<file path="config.mk">
export PLATFORM = sky130hd
export DESIGN_NAME = fnd_display_scheduler_flat
export DESIGN_NICKNAME = d
export VERILOG_FILES = /design/src/rtl/fnd_display_scheduler_if.sv /design/src/rtl/fnd_display_scheduler.sv /design/src/flat_wrapper.sv
export SDC_FILE = /design/constraint.sdc
export NUM_CORES = 1
export LEC_CHECK = 0
export BUFFER_PORTS_ARGS = -buffer_cell sky130_fd_sc_hd__buf_2
export CAP_MARGIN = 20
export CORE_MARGIN = 1.5
export CORE_UTILIZATION = 53
export DETAILED_ROUTE_END_ITERATION = 10
export GPL_TIMING_DRIVEN = 0
export HOLD_SLACK_MARGIN = 0.15
export PLACE_DENSITY = 0.84
export SLEW_MARGIN = 25
export SYNTH_ARGS = -nofsm -noshare
export SYNTH_HDL_FRONTEND = slang
export SYNTH_SLANG_ARGS = --single-unit
export TNS_END_PERCENT = 5
</file>
<file path="constraint.sdc">
create_clock -name iCLK -period 2.9 [get_ports iCLK]
set_input_delay 0.145 -clock iCLK [delete_from_list [all_inputs] [get_ports iCLK]]
set_output_delay 0.145 -clock iCLK [all_outputs]
set_load 0.02 [all_outputs]
</file>
<file path="src/rtl/fnd_display_scheduler_if.sv">
// Request/display bundle between the FND requesters and the scheduler.
// The master side drives requests; the slave side drives the display outputs.
interface fnd_display_scheduler_if #(
    parameter int N_SRC = 4
);
    logic [N_SRC-1:0]   iReq;
    logic [8*N_SRC-1:0] iHexBus;
    logic [N_SRC-1:0]   iModeBus;
    logic               iHold;
    logic [7:0]         oHex;
    logic               oDisplayMode;
    logic [N_SRC-1:0]   oGrant;
    logic [N_SRC-1:0]   oAck;
    logic               oIdle;

    modport master (
        output iReq, iHexBus, iModeBus, iHold,
        input  oHex, oDisplayMode, oGrant, oAck, oIdle
    );

    modport slave (
        input  iReq, iHexBus, iModeBus, iHold,
        output oHex, oDisplayMode, oGrant, oAck, oIdle
    );
endinterface

</file>
<file path="src/rtl/fnd_display_scheduler.sv">
// Round-robin time-sharing of the two-digit FND display.
// Each grant snapshots the source value/mode and holds it for a fixed dwell.
module fnd_display_scheduler #(
    parameter int N_SRC     = 4,
    parameter int DWELL_CYC = 100_000_000,
    parameter int CNT_W     = 27
) (
    input  logic                    iCLK,
    input  logic                    iReset,
    fnd_display_scheduler_if.slave  bus
);
    localparam int PW = $clog2(N_SRC);

    localparam logic [1:0] S_IDLE = 2'd0;
    localparam logic [1:0] S_SHOW = 2'd1;
    localparam logic [1:0] S_ARB  = 2'd2;

    logic [1:0]       r_state;
    logic [CNT_W-1:0] r_cnt;
    logic [PW-1:0]    r_ptr;
    logic             r_ack;
    logic [7:0]       r_hex;
    logic             r_mode;
    logic [N_SRC-1:0] r_grant;

    logic             w_found;
    logic [PW-1:0]    w_win;
    logic [PW-1:0]    w_idx;
    int               w_j;
    logic [7:0]       w_hex_sel;
    logic [N_SRC-1:0] w_onehot;
    logic             w_last;

    // Scan starts one past the current owner and wraps.
    always_comb begin
        w_found = 1'b0;
        w_win   = r_ptr;
        w_j     = 0;
        w_idx   = '0;
        for (int i = 1; i <= N_SRC; i++) begin
            w_j   = (int'(r_ptr) + i) % N_SRC;
            w_idx = PW'(w_j);
            if (!w_found && bus.iReq[w_idx]) begin
                w_found = 1'b1;
                w_win   = w_idx;
            end
        end
    end

    always_comb begin
        w_hex_sel = '0;
        for (int k = 0; k < N_SRC; k++) begin
            if (PW'(k) == w_win) w_hex_sel = bus.iHexBus[8*k +: 8];
        end
    end

    assign w_onehot = {{(N_SRC-1){1'b0}}, 1'b1} << w_win;
    assign w_last   = (r_cnt == CNT_W'(DWELL_CYC - 1));

    always_ff @(posedge iCLK) begin
        if (iReset) begin
            r_state <= S_IDLE;
            r_cnt   <= '0;
            r_ptr   <= PW'(N_SRC - 1);
            r_ack   <= 1'b0;
            r_hex   <= '0;
            r_mode  <= 1'b0;
            r_grant <= '0;
        end else begin
            case (r_state)
                S_IDLE, S_ARB: begin
                    r_ack <= 1'b0;
                    if (w_found) begin
                        r_state <= S_SHOW;
                        r_grant <= w_onehot;
                        r_hex   <= w_hex_sel;
                        r_mode  <= bus.iModeBus[w_win];
                        r_ptr   <= w_win;
                        r_cnt   <= '0;
                    end else begin
                        r_state <= S_IDLE;
                        r_grant <= '0;
                        r_hex   <= '0;
                        r_mode  <= 1'b0;
                    end
                end
                S_SHOW: begin
                    // Early release wins over dwell completion, even on hold.
                    if (!bus.iReq[r_ptr]) begin
                        r_state <= S_ARB;
                        r_ack   <= 1'b0;
                    end else if (!bus.iHold) begin
                        if (w_last) begin
                            r_state <= S_ARB;
                            r_ack   <= 1'b1;
                        end else begin
                            r_cnt <= r_cnt + 1'b1;
                        end
                    end
                end
                default: begin
                    r_state <= S_IDLE;
                    r_grant <= '0;
                    r_hex   <= '0;
                    r_mode  <= 1'b0;
                    r_ack   <= 1'b0;
                end
            endcase
        end
    end

    assign bus.oHex         = r_hex;
    assign bus.oDisplayMode = r_mode;
    assign bus.oGrant       = r_grant;
    assign bus.oAck         = (r_state == S_ARB && r_ack) ? r_grant : '0;
    assign bus.oIdle        = (r_state == S_IDLE);
endmodule

</file>
<file path="src/flat_wrapper.sv">
// flat-port wrapper written by rule: the top's interface ports become plain ports
module fnd_display_scheduler_flat 
#(
    parameter int N_SRC     = 4,
    parameter int DWELL_CYC = 100_000_000,
    parameter int CNT_W     = 27
)
  (iCLK, iReset, bus_iReq, bus_iHexBus, bus_iModeBus, bus_iHold, bus_oHex, bus_oDisplayMode, bus_oGrant, bus_oAck, bus_oIdle);
  fnd_display_scheduler_if #(.N_SRC(N_SRC)) bus_i ();
  input  logic iCLK;
  input  logic iReset;
  input wire logic [$bits(bus_i.iReq)-1:0] bus_iReq;
  input wire logic [$bits(bus_i.iHexBus)-1:0] bus_iHexBus;
  input wire logic [$bits(bus_i.iModeBus)-1:0] bus_iModeBus;
  input wire logic [$bits(bus_i.iHold)-1:0] bus_iHold;
  output wire logic [$bits(bus_i.oHex)-1:0] bus_oHex;
  output wire logic [$bits(bus_i.oDisplayMode)-1:0] bus_oDisplayMode;
  output wire logic [$bits(bus_i.oGrant)-1:0] bus_oGrant;
  output wire logic [$bits(bus_i.oAck)-1:0] bus_oAck;
  output wire logic [$bits(bus_i.oIdle)-1:0] bus_oIdle;
  assign bus_i.iReq = bus_iReq;
  assign bus_i.iHexBus = bus_iHexBus;
  assign bus_i.iModeBus = bus_iModeBus;
  assign bus_i.iHold = bus_iHold;
  assign bus_oHex = bus_i.oHex;
  assign bus_oDisplayMode = bus_i.oDisplayMode;
  assign bus_oGrant = bus_i.oGrant;
  assign bus_oAck = bus_i.oAck;
  assign bus_oIdle = bus_i.oIdle;
  fnd_display_scheduler #(.N_SRC(N_SRC), .DWELL_CYC(DWELL_CYC), .CNT_W(CNT_W)) u_core (.iCLK(iCLK), .iReset(iReset), .bus(bus_i));
endmodule
</file>
==> reports/summary.md, run 1 <==
## Run status
• **outcome** finished clean

## Drt
• **mean routed wirelength per cell** 14.43 um
• **routed length on met2** 2684 um
• **length of routed met3 wiring** 350 um
• **total via count after detailed routing** 2220
• **DRC violations left** 0
• **Total Routed Length** 5468 um
• **count of routing violations after the opening detailed-route iteration** 213
• **top layer used by detailed routing** met4
• **wire length on met1** 2365 um
• **Final ANT Viol Nets** 0
• **Avg Vias per Cell** 5.858
• **detailed-router iteration count before antenna repair** 4

## Logic synthesis
• **post-synth top area cell** dfxtp_1
• **mean area per synthesized cell** 9.225 um^2
• **dominant cell by count in the synthesized netlist** dfxtp_1
• **primary flip-flop cell chosen by synthesis mapping** dfxtp_1
• **ranking of synthesized cells by area** dfxtp_1 38%, mux4_2 9.4%, xnor2_1 8.4%
• **flop and latch count out of synthesis** 45
• **fraction of synthesized cell area taken by the top area cell type** 0.3756
• **cell area after synthesis** 2399 um^2
• **number of cells produced by synthesis** 260
• **sequential cell area fraction in the yosys report** 0.3756
• **share of synthesized flip-flops with an asynchronous set or reset** 0
• **ranking of synthesized cells by instance count** 45 x dfxtp_1, 37 x nor2_1, 23 x xnor2_1
• **Mapped Nets** 304
• **number of different library cells in the post-synthesis netlist** 43
• **number of enable flip-flop cells after synthesis** 0
• **warning count from the yosys run** 0

## Worst setup path
• **Setup CP Type** register to register
• **data required time at the worst endpoint** 3.08 ns
• **Setup crit end kind** register
• **Worst Path Max Fanout** 10
• **most frequent CP cell** and3_1
• **worst endpoint data arrival time** 2.59 ns
• **cells traversed along the worst timing path** ha_1 -> and3_1 -> and3_1 -> clkbuf_1 -> a31o_1 -> buf_6 -> buf_8 -> a211oi_1 -> xnor2_1 -> nor2_1
• **largest stage delay on the critical path** 0.36 ns
• **startpoint types** register
• **Slowest-stage cell, CP** dfxtp_1

## Floorplan
• **number of top-level design ports** 61
• **die area** 4938 um^2
• **initial core utilization** 0.5509
• **Vert. Die Dim** 70.27 um
• **number of rows created at floorplan** 24
• **horizontal die dimension** 70.27 um
• **Floorplan Core Area** 4354 um^2

## Clocking
• **Sinks on Clock Net** 45
• **CTS H-Tree Depth** 2
• **Setup Buffers After CTS** 0
• **post-cts resize count** 0
• **CTS tree** yes
• **number of buffers created by CTS** 5
• **cell at the root of the clock tree** clkbuf_8
• **later-pin clock latency in the skew report** 0.30 ns
• **hold bufs inserted after CTS** 0
• **Bufs on Longest Clock Path** 2
• **register clock-pin slew on the reported worst setup and hold paths** 0.08 ns

## Timing
• **Max-Slew Margin vs Limit** 0.4403
• **clock skew after layout** 0.005659 ns
• **count of endpoints failing hold in the final timing report** 0
• **Setup TNS** 0 ns
• **worst setup margin** 0.4973 ns
• **Tightest Pin Transition** 0.8331 ns
• **unrepaired setup endpoints after global routing** no
• **final setup violation count** 0
• **post-route minimum period** 2.403 ns
• **f_max** 416.2 MHz
• **number of pins exceeding their max-slew limit in the final report** 0
• **period utilisation layout** 0.8285

## Global routing
• **GRT Total Usage** 0.2304
• **number of antenna violations at the first check in global routing** 0
• **sum of overflow across all layers after global routing** 0
• **pin count of the biggest net entering global routing** 14
• **number of global-route vias before repair** 2108
• **wire length of the first global-routing pass** 9149 um

## Cells and area
• **non-filler cells, final** 379
• **multi-input gate area in the final layout** 1379 um^2
• **area added between synthesis and finish** 19.87%
• **Storage cell area** 900.9 um^2
• **total number of nets in the final design** 370
• **number of diodes added for antenna fixing** 0
• **post-route core utilization** 0.6603
• **FILL cells** 332
• **fraction of layout instances using a drive strength above 1** 0.2783

## Pwr
• **power density cells** 517.2 nW/um^2
• **peak supply drop** 229.5 uV
• **leakage power total** 0.001074 uW

## Job
• **total of max-cap violations** 0

## Place
• **post-DP HPWL** 3974 um
• **Placed Cells** 371
• **setup slack after placement** 0.4788 ns
• **final weighted congestion of routability-driven global placement** 0.8494
• **PortBufs** 59

## Hold path
• **Min-Delay Path Class** input pin to register

==> power by group <==
| part | leakage (uW) | total, uW | internal (uW) | switching, uW |
|---|---|---|---|---|
| combinational | 0.000650 | 318 | 146 | 172 |
| clock | 0.0000585 | 496 | 281 | 215 |
| sequential | 0.000366 | 673 | 649 | 23.8 |
| total | 0.00107 | 1490 | 1080 | 410 |
==> cells by family after synthesis <==
family,count (synthesis),synth area share
mux,11,0.09859
fa+ha+maj,1,0.005216
compound gates,55,0.1763
xor+xnor,23,0.08398
buf+inv,24,0.04955
flops,45,0.3756
simple gates,101,0.2107
==> final timing paths <==
kind / start / to / slack, ns / cells after the start
min: iReset / u_core.r_cnt[1] / 0.22 / 2
min reg2reg: u_core.bus.oHex[0] / u_core.bus.oHex[0] / 0.48 / 1
max: u_core.r_cnt[0] / u_core.r_cnt[15] / 0.50 / 10
max reg2reg: u_core.r_cnt[0] / u_core.r_cnt[15] / 0.50 / 10
==> worst max-delay path, delay by kind of cell (launching register included) <==
| kind | cells | cell delay [ns] |
|---|---|---|
| xor+xnor | 1 | 0.17 |
| simple gates | 3 | 0.41 |
| fa+ha+maj | 1 | 0.23 |
| compound gates | 2 | 0.60 |
| buf+inv | 3 | 0.52 |
| flops | 1 | 0.36 |
==> sequential cells by signal, summed over array words and instances (netlist names) <==
register and cells:
u_core.r_ack 1, u_core.bus.oHex 8, u_core.bus.oGrant 4, u_core.r_state 2, u_core.r_ptr 2, u_core.r_cnt 27, u_core.bus.oDisplayMode 1
==> cell type report <==
class,count,area share
multi-input cells,191,0.4795
repair buffers,59,0.1027
flip-flops and latches,45,0.3133
clock buffers,7,0.03003
well taps,52,0.02263
clock inverters,1,0.01044
inverters,6,0.007833
plain buffers,18,0.03351
==> cell usage in the layout (no fill, tap or decap), drive strengths merged <==
master,instances
or4,2
a221oi,1
xnor2,23
or4b,1
a211oi,8
a32o,1
o211ai,1
nor2,37
a22o,10
nor3,2
o21ai,4
ha,1
o41ai,1
and3,3
nand3,9
and4,2
nor2b,2
dfxtp,45
inv,6
nor4,4
mux2,1
nand4b,1
a21oi,18
a2111oi,3
clkbuf,19
nand2,16
nand4,11
o211a,1
buf,65
mux4,10
nand2b,5
and2,6
a211o,2
o22a,1
a31o,3
a22oi,1
bufinv,1
==> metal layers <==
metal,global-route usage,vias to the layer above
met4,0.08547,0
met1,0.2969,1046
li1,-,1076
met2,0.3899,91
met3,0.03463,7
met5,0,-
==> per-stage QoR <==
step	area [um^2]	power (uW)	hold WS (ns)
after global routing	2875	1550	0.2473
after CTS	2875	1492	0.2208
after floorplan	2399	906.5	0.3802
final	2875	1487	0.2162
after detailed placement	2759	1005	0.4593
after global placement	2759	996.3	0.4576
No activity file was read; power rests on OpenSTA's default activity.
==> run 2, diff against run 1 <==
Settings changed: CORE_UTILIZATION 53 to 48, PLACE_DENSITY 0.84 to 0.8.
Clock period 2.9 ns to 2 ns, I/O delays scaled along.
==> run 2 against run 1 <==
  * The run now ends with setup timing left
  * Critical path depth decreased by 3
  * Sequential share of layout area down 2.8 points
  * Combinational power grew 76%
  * Utilization increased by 1.3 points
  * Wire length is 18% higher
  * Clock power grew 35%
  * Maximum frequency is 13% higher
  * Count of clock-buffer cells in the layout decreased by 2
  * Sequential power up 45%
  * Worst hold slack got worse by 0.050 ns
  * Global-route usage fell by 0.47 points
  * Highest routed layer unchanged
==> reports/summary.md, run 2 (synthesis results as in run 1) <==
## Timing
• **clock skew after layout** 0.01083 ns
• **count of endpoints failing hold in the final timing report** 0
• **number of pins exceeding their max-slew limit in the final report** 0
• **Setup TNS** -2.480 ns
• **worst setup margin** -0.1344 ns
• **worst slack on hold paths** 0.1662 ns
• **f_max** 468.5 MHz
• **Max-Slew Margin vs Limit** 0.5365
• **final setup violation count** 30
• **post-route minimum period** 2.134 ns
• **period utilisation layout** 1.067
• **unrepaired setup endpoints after global routing** yes
• **Tightest Pin Transition** 0.6952 ns

## Drt
• **DRC violations left** 0
• **Avg Vias per Cell** 5.746
• **total via count after detailed routing** 2304
• **Final ANT Viol Nets** 0
• **mean routed wirelength per cell** 16.14 um
• **detailed-router iteration count before antenna repair** 4
• **Total Routed Length** 6474 um
• **count of routing violations after the opening detailed-route iteration** 166

## Pwr
• **switching part of the total** 0.2867
• **combinational share of power** 0.254
• **Internal** 1576 uW
• **clock group share of total power** 0.304
• **power dissipated by switching net loads** 633.4 uW
• **leakage power total** 0.001163 uW
• **power density cells** 690.2 nW/um^2
• **part of the power in registers** 0.442
• **peak supply drop** 455.7 uV

## Floorplan
• **Vert. Die Dim** 73.69 um
• **number of top-level design ports** 61
• **die area** 5430 um^2
• **Floorplan Core Area** 4755 um^2
• **initial core utilization** 0.5045
• **number of rows created at floorplan** 25
• **horizontal die dimension** 73.69 um

## Cells and area
• **FILL cells** 376
• **Largest register FFs** 27
• **most common cell after layout, fill and taps aside** buf_2
• **total number of nets in the final design** 378
• **final design area excluding fillers** 3201 um^2
• **number of diodes added for antenna fixing** 0
• **area added between synthesis and finish** 33.44%
• **fraction of layout instances using a drive strength above 1** 0.3922
• **register with the most flip-flops** u_core.r_cnt
• **most used cells in the layout excluding fill and tap cells** 62 x buf_2, 39 x dfxtp_1, 37 x nor2_1
• **post-route core utilization** 0.6732

## Global routing
• **wire length of the first global-routing pass** 9453 um
• **sum of overflow across all layers after global routing** 0
• **number of global-route vias before repair** 2055
• **number of antenna violations at the first check in global routing** 0
• **GRT Total Usage** 0.2257
• **pin count of the biggest net entering global routing** 14

## Worst setup path
• **Setup crit end kind** register
• **startpoint of the lowest-slack register-to-register path** u_core.r_cnt[8]
• **Worst Path Max Fanout** 6
• **Setup CP Type** register to register
• **startpoint types** register
• **cells traversed along the worst timing path** or4_4 -> nor4_4 -> a31o_1 -> buf_8 -> mux2_4 -> a22oi_2 -> nor2_1
• **start point of the critical path** u_core.r_cnt[8]
• **data required time at the worst endpoint** 2.18 ns
• **Slowest-stage cell, CP** or4_4
• **largest stage delay on the critical path** 0.52 ns
• **worst endpoint data arrival time** 2.31 ns

## Clocking
• **CTS H-Tree Depth** 2
• **later-pin clock latency in the skew report** 0.30 ns
• **Bufs on Longest Clock Path** 2
• **cell at the root of the clock tree** clkbuf_8
• **number of buffers created by CTS** 5
• **Sinks on Clock Net** 45
• **register clock-pin slew on the reported worst setup and hold paths** 0.09 ns
• **CTS tree** yes

## Hold path
• **Min-Delay Path Class** input pin to register
• **Worst Hold Launch** bus_iHold

## Place
• **post-DP HPWL** 4191 um
• **final weighted congestion of routability-driven global placement** 0.8568
• **post-detailed-placement cell area** 2863 um^2
• **PortBufs** 59

## Run status
• **outcome** complete, but fails checks
• **violations in the final reports** setup timing

## Job
• **total of max-cap violations** 0

## run 2: changes by cell type in the layout (fill, tap and decap cells not counted), moves of 4 or more
| cell | delta |
|---|---|
| dfxtp_1 | -6 |
| dfxtp_2 | +4 |
| a21oi_2 | +6 |
| a211oi_1 | -6 |
| buf_4 | +4 |
| clkbuf_1 | -5 |
| a211oi_2 | +5 |
| a21oi_1 | -6 |
## run 2: power by group through the flow
stage | combinational [uW] | clock [uW] | sequential (uW)
after floorplan | 299 | 0 | 1040
after detailed placement | 483 | 0 | 997
after CTS | 498 | 680 | 977
after global placement | 472 | 0 | 996
after global routing | 599 | 705 | 984
final | 560 | 672 | 976
## run 2: final cells by class
type	count	area, um^2	share of cell area
Sequential cell	45	913.4	0.2854
Timing Repair Buffer	68	415.4	0.1298
Multi-Input combinational cell	191	1545	0.4828
Tap cell	67	83.83	0.02619
Inverter	6	22.52	0.007037
Clock buffer	5	68.82	0.02150
Clock inverter	2	35.03	0.01095
Buffer	17	116.4	0.03636
## run 2: final timing paths
kind | end | slack [ns] | cells after the start
max | u_core.r_cnt[0] | -0.13 | 7
min reg2reg | u_core.bus.oGrant[1] | 0.48 | 2
max reg2reg | u_core.r_cnt[0] | -0.13 | 7
min | u_core.r_ack | 0.17 | 3
## run 2: metal layers
| metal | vias up | part of all wire | GRT usage |
|---|---|---|---|
| li1 | 1094 | - | - |
| met1 | 1111 | 0.42 | 0.3021 |
| met2 | 83 | 0.49 | 0.3624 |
| met3 | 16 | 0.057 | 0.04527 |
| met4 | 0 | 0.025 | 0.07819 |
| met5 | - | 0 | 0 |
## run 2: stage by stage
step | power, uW | worst slack [ns] | cells
3_3_place_gp | 1468 | -0.2514 | 386
6_report | 2209 | -0.1344 | 401
5_1_grt | 2288 | -0.2304 | 401
4_1_cts | 2154 | -0.1361 | 394
2_1_floorplan | 1335 | -0.05637 | 260
3_5_place_dp | 1480 | -0.2869 | 386
## run 2: critical path, delay by kind of cell, from the launching register on
family | cells | cell delay [ns]
multiplexers | 1 | 0.31
AO/OA/AOI/OAI | 2 | 0.35
AND/OR/NAND/NOR | 3 | 0.83
buffers and inverters | 1 | 0.16
flip-flops | 1 | 0.35
## run 2: what timing repair did
item,CTS,global route
buffers inserted,2,4
hold buffers,0,0
setup endpoints to repair,43,42
gates cloned,0,3
gates resized for setup,15,20
pin swaps,3,14
